$ cat src/rtl/intr_eoi_queue_if.sv
// Bus-controller and CPU-facing signals of the interrupt EOI queue.
// slave is the queue itself; master is whatever drives it (controller + CPU, or a bench).
interface intr_eoi_queue_if #(
  parameter int DEPTH = 4
);
  localparam int CW = $clog2(DEPTH) + 1;

  logic          INTERRUPT;
  logic          MOD_R;
  logic [127:0]  MOD_READ_DATA;
  logic          MOD_EN;
  logic          MOD_WR;
  logic [15:0]   MOD_A;
  logic [127:0]  MOD_WRITE_DATA;
  logic          INT_REQ;
  logic [7:0]    INT_VEC;
  logic          INT_SRC;
  logic          INT_ACK;
  logic [CW-1:0] COUNT;
  logic          OVERFLOW;
  logic          ERR;

  modport slave (
    input  INTERRUPT, MOD_R, MOD_READ_DATA, INT_ACK,
    output MOD_EN, MOD_WR, MOD_A, MOD_WRITE_DATA,
           INT_REQ, INT_VEC, INT_SRC, COUNT, OVERFLOW, ERR
  );

  modport master (
    output INTERRUPT, MOD_R, MOD_READ_DATA, INT_ACK,
    input  MOD_EN, MOD_WR, MOD_A, MOD_WRITE_DATA,
           INT_REQ, INT_VEC, INT_SRC, COUNT, OVERFLOW, ERR
  );
endinterface

$ cat src/rtl/intr_eoi_queue.sv
// Queues interrupt records captured from the bus controller, offers the head to the CPU,
// and on each acknowledge writes an end-of-interrupt message back to the source device.
module intr_eoi_queue #(
  parameter int          DEPTH        = 4,
  parameter logic [15:0] EOI_ADDR_KBD = 16'h0000,
  parameter logic [15:0] EOI_ADDR_DMA = 16'h0010
) (
  input  logic             BUS_CLK,
  input  logic             RST,
  intr_eoi_queue_if.slave  bus
);
  localparam int PW = $clog2(DEPTH);
  localparam int CW = PW + 1;

  typedef struct packed {
    logic       src;
    logic [7:0] vec;
  } rec_t;

  typedef enum logic { C_IDLE, C_WAIT } cap_state_t;
  typedef enum logic { E_IDLE, E_BUSY } eoi_state_t;

  cap_state_t    c_state;
  eoi_state_t    e_state;
  rec_t          mem [DEPTH];
  logic [PW-1:0] wr_ptr;
  logic [PW-1:0] rd_ptr;
  logic [CW-1:0] count;
  logic          overflow;
  logic          err;
  logic          mod_en;
  logic [15:0]   mod_a;
  logic [7:0]    eoi_vec;

  logic int_req;
  logic pop;
  logic push;
  logic push_ok;
  logic full;
  logic cap_start;
  logic eoi_done;
  rec_t in_rec;

  // Only the vector and source bits of the read buffer carry meaning here.
  logic unused_rd;
  assign unused_rd = ^bus.MOD_READ_DATA[127:9];

  assign full    = (count == CW'(DEPTH));
  assign int_req = (count != '0) && (e_state == E_IDLE);

  // NOTE: always_comb gives every output a value on every path up front, so no latch can form.
  always_comb begin
    in_rec    = '{src: bus.MOD_READ_DATA[8], vec: bus.MOD_READ_DATA[7:0]};
    pop       = int_req && bus.INT_ACK;
    push      = (c_state == C_WAIT) && bus.MOD_R;
    push_ok   = push && (!full || pop);
    cap_start = (c_state == C_IDLE) && bus.INTERRUPT && (e_state == E_IDLE);
    // While capture holds C_WAIT, MOD_R is the capture's completion, never the EOI's.
    eoi_done  = (e_state == E_BUSY) && bus.MOD_R && (c_state == C_IDLE);
  end

  // NOTE: the record array sits on the reset so INT_VEC/INT_SRC read 0 out of reset.
  always_ff @(posedge BUS_CLK or negedge RST) begin
    if (!RST) begin
      for (int i = 0; i < DEPTH; i++) mem[i] <= '0;
      wr_ptr   <= '0;
      rd_ptr   <= '0;
      count    <= '0;
      overflow <= 1'b0;
    end else begin
      // NOTE: non-blocking assignments let every register here sample pre-edge values,
      // so a same-edge pop still reads the old head before push overwrites that slot.
      if (push_ok) begin
        mem[wr_ptr] <= in_rec;
        wr_ptr      <= wr_ptr + 1'b1;
      end
      if (push && !push_ok) overflow <= 1'b1;
      if (pop) rd_ptr <= rd_ptr + 1'b1;
      if (push_ok && !pop)      count <= count + 1'b1;
      else if (pop && !push_ok) count <= count - 1'b1;
    end
  end

  always_ff @(posedge BUS_CLK or negedge RST) begin
    if (!RST) begin
      c_state <= C_IDLE;
    end else begin
      case (c_state)
        C_IDLE:  if (cap_start) c_state <= C_WAIT;
        C_WAIT:  if (bus.MOD_R) c_state <= C_IDLE;
        default: c_state <= C_IDLE;
      endcase
    end
  end

  always_ff @(posedge BUS_CLK or negedge RST) begin
    if (!RST) begin
      e_state <= E_IDLE;
      mod_en  <= 1'b0;
      mod_a   <= '0;
      eoi_vec <= '0;
      err     <= 1'b0;
    end else begin
      if (bus.INTERRUPT && (e_state == E_BUSY)) err <= 1'b1;
      case (e_state)
        E_IDLE: if (pop) begin
          e_state <= E_BUSY;
          mod_en  <= 1'b1;
          mod_a   <= mem[rd_ptr].src ? EOI_ADDR_DMA : EOI_ADDR_KBD;
          eoi_vec <= mem[rd_ptr].vec;
        end
        E_BUSY: if (eoi_done) begin
          e_state <= E_IDLE;
          mod_en  <= 1'b0;
          mod_a   <= '0;
          eoi_vec <= '0;
        end
        default: e_state <= E_IDLE;
      endcase
    end
  end

  assign bus.MOD_EN         = mod_en;
  assign bus.MOD_WR         = mod_en;
  assign bus.MOD_A          = mod_a;
  assign bus.MOD_WRITE_DATA = {120'b0, eoi_vec};
  assign bus.INT_REQ        = int_req;
  assign bus.INT_VEC        = mem[rd_ptr].vec;
  assign bus.INT_SRC        = mem[rd_ptr].src;
  assign bus.COUNT          = count;
  assign bus.OVERFLOW       = overflow;
  assign bus.ERR            = err;
endmodule

$ cat src/flat_wrapper.sv
// flat-port wrapper written by rule: the top's interface ports become plain ports
module intr_eoi_queue_flat 
#(
  parameter int          DEPTH        = 4,
  parameter logic [15:0] EOI_ADDR_KBD = 16'h0000,
  parameter logic [15:0] EOI_ADDR_DMA = 16'h0010
)
  (BUS_CLK, RST, bus_INTERRUPT, bus_MOD_R, bus_MOD_READ_DATA, bus_INT_ACK, bus_MOD_EN, bus_MOD_WR, bus_MOD_A, bus_MOD_WRITE_DATA, bus_INT_REQ, bus_INT_VEC, bus_INT_SRC, bus_COUNT, bus_OVERFLOW, bus_ERR);
  intr_eoi_queue_if #(.DEPTH(DEPTH)) bus_i ();
  input  logic BUS_CLK;
  input  logic RST;
  input wire logic [$bits(bus_i.INTERRUPT)-1:0] bus_INTERRUPT;
  input wire logic [$bits(bus_i.MOD_R)-1:0] bus_MOD_R;
  input wire logic [$bits(bus_i.MOD_READ_DATA)-1:0] bus_MOD_READ_DATA;
  input wire logic [$bits(bus_i.INT_ACK)-1:0] bus_INT_ACK;
  output wire logic [$bits(bus_i.MOD_EN)-1:0] bus_MOD_EN;
  output wire logic [$bits(bus_i.MOD_WR)-1:0] bus_MOD_WR;
  output wire logic [$bits(bus_i.MOD_A)-1:0] bus_MOD_A;
  output wire logic [$bits(bus_i.MOD_WRITE_DATA)-1:0] bus_MOD_WRITE_DATA;
  output wire logic [$bits(bus_i.INT_REQ)-1:0] bus_INT_REQ;
  output wire logic [$bits(bus_i.INT_VEC)-1:0] bus_INT_VEC;
  output wire logic [$bits(bus_i.INT_SRC)-1:0] bus_INT_SRC;
  output wire logic [$bits(bus_i.COUNT)-1:0] bus_COUNT;
  output wire logic [$bits(bus_i.OVERFLOW)-1:0] bus_OVERFLOW;
  output wire logic [$bits(bus_i.ERR)-1:0] bus_ERR;
  assign bus_i.INTERRUPT = bus_INTERRUPT;
  assign bus_i.MOD_R = bus_MOD_R;
  assign bus_i.MOD_READ_DATA = bus_MOD_READ_DATA;
  assign bus_i.INT_ACK = bus_INT_ACK;
  assign bus_MOD_EN = bus_i.MOD_EN;
  assign bus_MOD_WR = bus_i.MOD_WR;
  assign bus_MOD_A = bus_i.MOD_A;
  assign bus_MOD_WRITE_DATA = bus_i.MOD_WRITE_DATA;
  assign bus_INT_REQ = bus_i.INT_REQ;
  assign bus_INT_VEC = bus_i.INT_VEC;
  assign bus_INT_SRC = bus_i.INT_SRC;
  assign bus_COUNT = bus_i.COUNT;
  assign bus_OVERFLOW = bus_i.OVERFLOW;
  assign bus_ERR = bus_i.ERR;
  intr_eoi_queue #(.DEPTH(DEPTH), .EOI_ADDR_KBD(EOI_ADDR_KBD), .EOI_ADDR_DMA(EOI_ADDR_DMA)) u_core (.BUS_CLK(BUS_CLK), .RST(RST), .bus(bus_i));
endmodule
$ cat config.mk
export PLATFORM = sky130hd
export DESIGN_NAME = intr_eoi_queue_flat
export DESIGN_NICKNAME = d
export VERILOG_FILES = /design/src/rtl/intr_eoi_queue_if.sv /design/src/rtl/intr_eoi_queue.sv /design/src/flat_wrapper.sv
export SDC_FILE = /design/constraint.sdc
export NUM_CORES = 1
export LEC_CHECK = 0
export BUFFER_PORTS_ARGS = -buffer_cell sky130_fd_sc_hd__buf_2
export CORE_ASPECT_RATIO = 0.5
export CORE_MARGIN = 3
export CORE_UTILIZATION = 33
export DETAILED_ROUTE_END_ITERATION = 6
export PLACE_DENSITY = 0.72
export SLEW_MARGIN = 0
export SYNTH_ARGS = -nofsm -noshare
export SYNTH_HDL_FRONTEND = slang
export SYNTH_SLANG_ARGS = --single-unit
$ cat constraint.sdc
create_clock -name BUS_CLK -period 2.4 [get_ports BUS_CLK]
set_clock_uncertainty 0.15 [all_clocks]
set_input_delay 0.12 -clock BUS_CLK [delete_from_list [all_inputs] [get_ports BUS_CLK]]
set_output_delay 0.12 -clock BUS_CLK [all_outputs]
set_load 0.1 [all_outputs]
# ---- Yosys cells after proc, flatten, opt, wreduce, memory -nomap -nowiden
# Index checks and enable logic that the tools add are counted.
dict set report word_totals {
  output_inout_bits 161
  wordCells 76
  regBits 72
}
dict set report classes {
  n_reduce_logical 20
  n_bitwise 4
  addsub 4
  n_eq_ne 3
  magnitude_cmp 3
  muxes 24
}
# operator n
set op_table {}
lappend op_table {{$bwmux W36} 1}
lappend op_table {{$mux W16} 2}
lappend op_table {{$pmux W16 S2} 1}
lappend op_table {{$mux W9} 3}
lappend op_table {{$bmux W9 S2} 1}
lappend op_table {{$demux W9 S2} 1}
lappend op_table {{$mux W8} 2}
lappend op_table {{$pmux W8 S2} 1}
lappend op_table {{$logic_and A1 B1 Y1} 13}
lappend op_table {{$ge A3 B3 Y1 const B} 2}
lappend op_table {{$mux W1} 6}
lappend op_table {{$mux W3} 2}
lappend op_table {{$not A2 Y3} 2}
lappend op_table {{$pmux W1 S2} 3}
lappend op_table {{$mux W5} 1}
lappend op_table {{$add A2 B1 Y2 const B} 2}
lappend op_table {{$add A3 B1 Y3 const B} 1}
lappend op_table {{$eq A3 B3 Y1 const B} 1}
lappend op_table {{$logic_not A1 Y1} 3}
lappend op_table {{$lt A3 B1 Y1 const B} 1}
lappend op_table {{$reduce_bool A3 Y1} 1}
lappend op_table {{$sub A3 B1 Y3 const B} 1}
lappend op_table {{$ne A2 B1 Y1 const B} 1}
lappend op_table {{$ne A2 B2 Y1 const B} 1}
lappend op_table {{other kinds (4)} 5}

# ---- Longest topological paths before layout
dict set report logic_depth {
  ltp_word 9
  ltp_mapped 11
  depth_no_buf 9
}

# ---- Least setup slack after synthesis
# OpenSTA, ideal clock, no wires.
dict set report synth_timing {
  path_type {reg-to-reg}
  from {register u_core.count[1] (netlist: u_core.bus.COUNT[1])}
  to {register u_core.count[1] (netlist: u_core.bus.COUNT[1])}
  synth_period_minus_slack_ns 2.959
  stages_incl_launch_ff 9
  setup_slack_ns -0.559
  required_time_ns 2.124
  arrival_ns 2.683
  cell_sequence {dfrtp_1 nor3_1 nor2_1 buf_6 inv_1 ha_1 inv_1 fa_1 mux2_2}
}
dict set report synth_via {
  elab_chain_len 8
  word_cells_on_any_way 16
}
# element line
set synth_lines {}
lappend synth_lines {{start, declared} intr_eoi_queue.sv:28} ;# logic [CW-1:0] count;
lappend synth_lines {{start signal, assigned} intr_eoi_queue.sv:79} ;# if (push_ok && !pop) count <= count + 1'b1;
lappend synth_lines {{start signal, assigned} intr_eoi_queue.sv:80} ;# else if (pop && !push_ok) count <= count - 1'b1;
lappend synth_lines {{parallel branches: the longest is 8 deep, another holds $sub A3 B1 Y3} --}
# Parallel ways; which one is timed is not known. The select of a mux whose other input is x is not followed.
# A chain may end at the register's enable or synchronous reset.

# ---- Final worst setup path
dict set report layout_timing {
  from {register u_core.count[2] (netlist: u_core.bus.COUNT[2])}
  to {register u_core.count[2] (netlist: u_core.bus.COUNT[2])}
}
dict set report layout_via {
  elab_chain_len 8
  word_cells_on_any_way 16
}
# element line
set layout_lines {}
lappend layout_lines {{$reduce_bool A3 Y1} intr_eoi_queue.sv:49} ;# assign int_req = (count != '0) && (e_state == E_IDLE);
lappend layout_lines {{$logic_and A1 B1 Y1} intr_eoi_queue.sv:49}
lappend layout_lines {{$logic_and A1 B1 Y1} intr_eoi_queue.sv:54} ;# pop = int_req && bus.INT_ACK;
lappend layout_lines {{$logic_or A1 B1 Y1 *} intr_eoi_queue.sv:56} ;# push_ok = push && (!full || pop);
lappend layout_lines {{$logic_and A1 B1 Y1 *} intr_eoi_queue.sv:56}
lappend layout_lines {{via u_core.push_ok} intr_eoi_queue.sv:38} ;# logic push_ok;
lappend layout_lines {{$logic_not A1 Y1} intr_eoi_queue.sv:80}
lappend layout_lines {{$logic_and A1 B1 Y1} intr_eoi_queue.sv:80}
lappend layout_lines {{$reduce_bool A2 Y1 (no source line)} --}
# The timed path passes the listed nets; every way through them passes the cells marked *. The select of a mux whose other input is x is not followed.

==> metrics.md <==
| Metric | Value |
|---|---|
| Status | `completed` |
| Crit end category | `flip-flop` |
| Hold Crit Class | `primary input to flip-flop` |
| Wirelength per Cell | `11.4 um` |
| Post-route cell area | `3920 sq um` |
| Share of flip-flops with an asynchronous set or reset | `1.00` |
| Final Setup Violations | `0` |
| Sequential area share after synthesis | `0.394` |
| Startpoint Class | `flip-flop` |
| Syn_area_per_cell | `11.4 sq um` |
| Post-synthesis cell type count | `28` |
| Avg Vias per Cell | `3.70` |
| Die width | `roughly 150 um` |
| RSZ-0062 raised after global routing | `false` |
| Primary FF master, synth | `dfrtp_1` |
| Highest Clock Rate | `between 400 and 500 MHz` |
| H-tree levels | `3` |
| Root Buffer Master | `clkbuf_16` |
| Initial Utilization | `0.347` |
| Placed cell count | `496` |
| DIE AREA | `12,400 sq um` |
| Fin cells | `524` |
| Cells after synthesis | `317` |
| Placed wire-length estimate | `4.34 mm` |
| Final Cycle Share | `0.905` |
| Fin nets | `518` |
| Share of layout cells above drive strength 1 | `0.318` |
| Clock latency on the worst-skew pair | `0.32 ns` |
| Die Ht | `80.1 um` |
| Worst EP required | `2.49 ns` |
| Clock slew at reported path FFs | `0.05 ns` |
| Post-CTS setup buffer count | `0` |
| Area after DPL | `3530 sq um` |
| Port bufs | `39` |
| Row count | `26` |
| CTS tree | `done` |
| EDFF count, synth | `0` |
| Worst Tran Pin Value | `0.738 ns` |
| Arrival time at the worst endpoint | `between 2 and 2.5 ns` |
| WHS | `0.154 ns` |
| Multi-input gate area | `roughly 1600 sq um` |
| Seq cells post-synth | `57` |
| Initial antenna violation count | `0` |
| GRT Util Overall | `0.0967` |
| Area grow syn2layout | `8.18%` |
| Remaining Overflow, GRT | `0` |
| CP Class | `flip-flop to flip-flop` |
| Routed Antenna Nets | `0` |
| CTS Buffer Depth | `2` |
| WL final | `5.99 mm` |
| Via count | `1,938` |
| # DRC | `0` |
| Final TNS setup | `0 ns` |
| Pin count of the biggest net entering global routing | `slightly below 60` |
| Crit Path Max Fanout | `4` |
| TritonCTS buffer count | `9` |
| Final Critical Period | `approximately 2.2 ns` |
| RD Place Congestion | `0.740` |
| Hold Vio Cnt, Final | `0` |
| Vias in the first global route | `between 1,500 and 2,000` |
| Ports | `294` |
| Yosys warnings | `0` |
| Most common cell after layout, fill and taps aside | `conb_1` |
| Slew Limit Fails | `0` |
| Max_cap viols | `0` |
| Sequential cell area | `~1400 sq um` |
| Filler Cells Inserted | `1,014` |
| CTS Sinks | `57` |
| Core Area | `10,400 sq um` |
| Drt initial violations | `74` |
| Most frequent cells in the layout | `conb_1 (135), dfrtp_1 (54), buf_2 (39)` |
| TritonRoute pass-1 iters | `4` |
| First-pass GRT wire length | `around 9.2 mm` |
| Mapped Area | `3620 sq um` |
| Relative slew slack | `0.508` |
| Diodes inserted | `0` |
## area by class of cell
cell class | instances | share of cell area
clock inverters | 3 | 0.00383
multi-input cells | 237 | 0.407
inverters | 14 | 0.0134
flip-flops and latches | 57 | 0.367
repair buffers | 60 | 0.0976
well taps | 140 | 0.0447
clock buffers | 13 | 0.0664
## critical path, stage by stage (launching register included)
cell and delay [ns]:
dfrtp_4 0.49, nor3b_4 0.17, a21oi_2 0.22, ha_2 0.24, inv_2 0.04, fa_1 0.37, xor2_1 0.15, nor2_1 0.11
xor2_1 0.15
## registers in the layout (all words and copies together) (netlist names), 2 cells and up
register	count
u_core.rd_ptr	2
u_core.mem	36
u_core.eoi_vec	8
u_core.bus.COUNT	3
u_core.wr_ptr	2
## synth_stat cells (all sizes together), types with 3 or more instances
cell type	instances	share of area
buf	140	0.29
xor2	4	0.0097
nand2	11	0.011
ha	5	0.017
nor2	4	0.0041
mux2i	9	0.025
a21o	3	0.0062
a21oi	5	0.017
mux2	38	0.12
dfrtp	57	0.39
clkbuf	3	0.0031
inv	14	0.014
nand3	4	0.0055
mux4	9	0.056
## per-layer routing
metal	share of wire	vias to the layer above	GRT usage
met5	0	-	0
met4	0.018	0	0.0476
met3	0.065	8	0.0296
met2	0.51	77	0.159
met1	0.41	960	0.117
li1	-	893	-
## timing repair
item                                   in CTS  in global routing
resized for setup                           0                  0
hold buffers                               12                  0
endpoints found under the hold margin      96                  0
## cell families after synthesis
family / count (synthesis) / share of synthesized area
compound gates: 10 / 0.0276
xor+xnor: 6 / 0.0145
fa+ha+maj: 6 / 0.0228
buf+inv: 157 / 0.308
flops: 57 / 0.394
mux: 56 / 0.199
other cells: 1 / 0.00103
simple gates: 24 / 0.0335
## through the flow
stage               setup WS, ns   util
floorplan                -0.0302      -
global placement           0.267  0.338
detailed placement         0.236  0.338
CTS                        0.199  0.376
global route               0.139  0.376
finish                     0.228  0.376
## worst paths after layout
kind	from	end	slack (ns)	cells past startpoint
max reg2reg	u_core.bus.COUNT[2]	u_core.bus.COUNT[2]	0.23	8
min reg2reg	u_core.bus.ERR	u_core.bus.ERR	0.31	1
max	u_core.bus.COUNT[2]	u_core.bus.COUNT[2]	0.23	8
max in group asynchronous	RST	u_core.bus.COUNT[2]	1.20	3
min	bus_INT_ACK	u_core.wr_ptr[0]	0.15	4
min in group asynchronous	RST	u_core.eoi_vec[3]	0.31	3
Power is left out: the tool's default activity adds up to more than one toggle a clock period on the data nets, which glitch-free logic cannot reach.
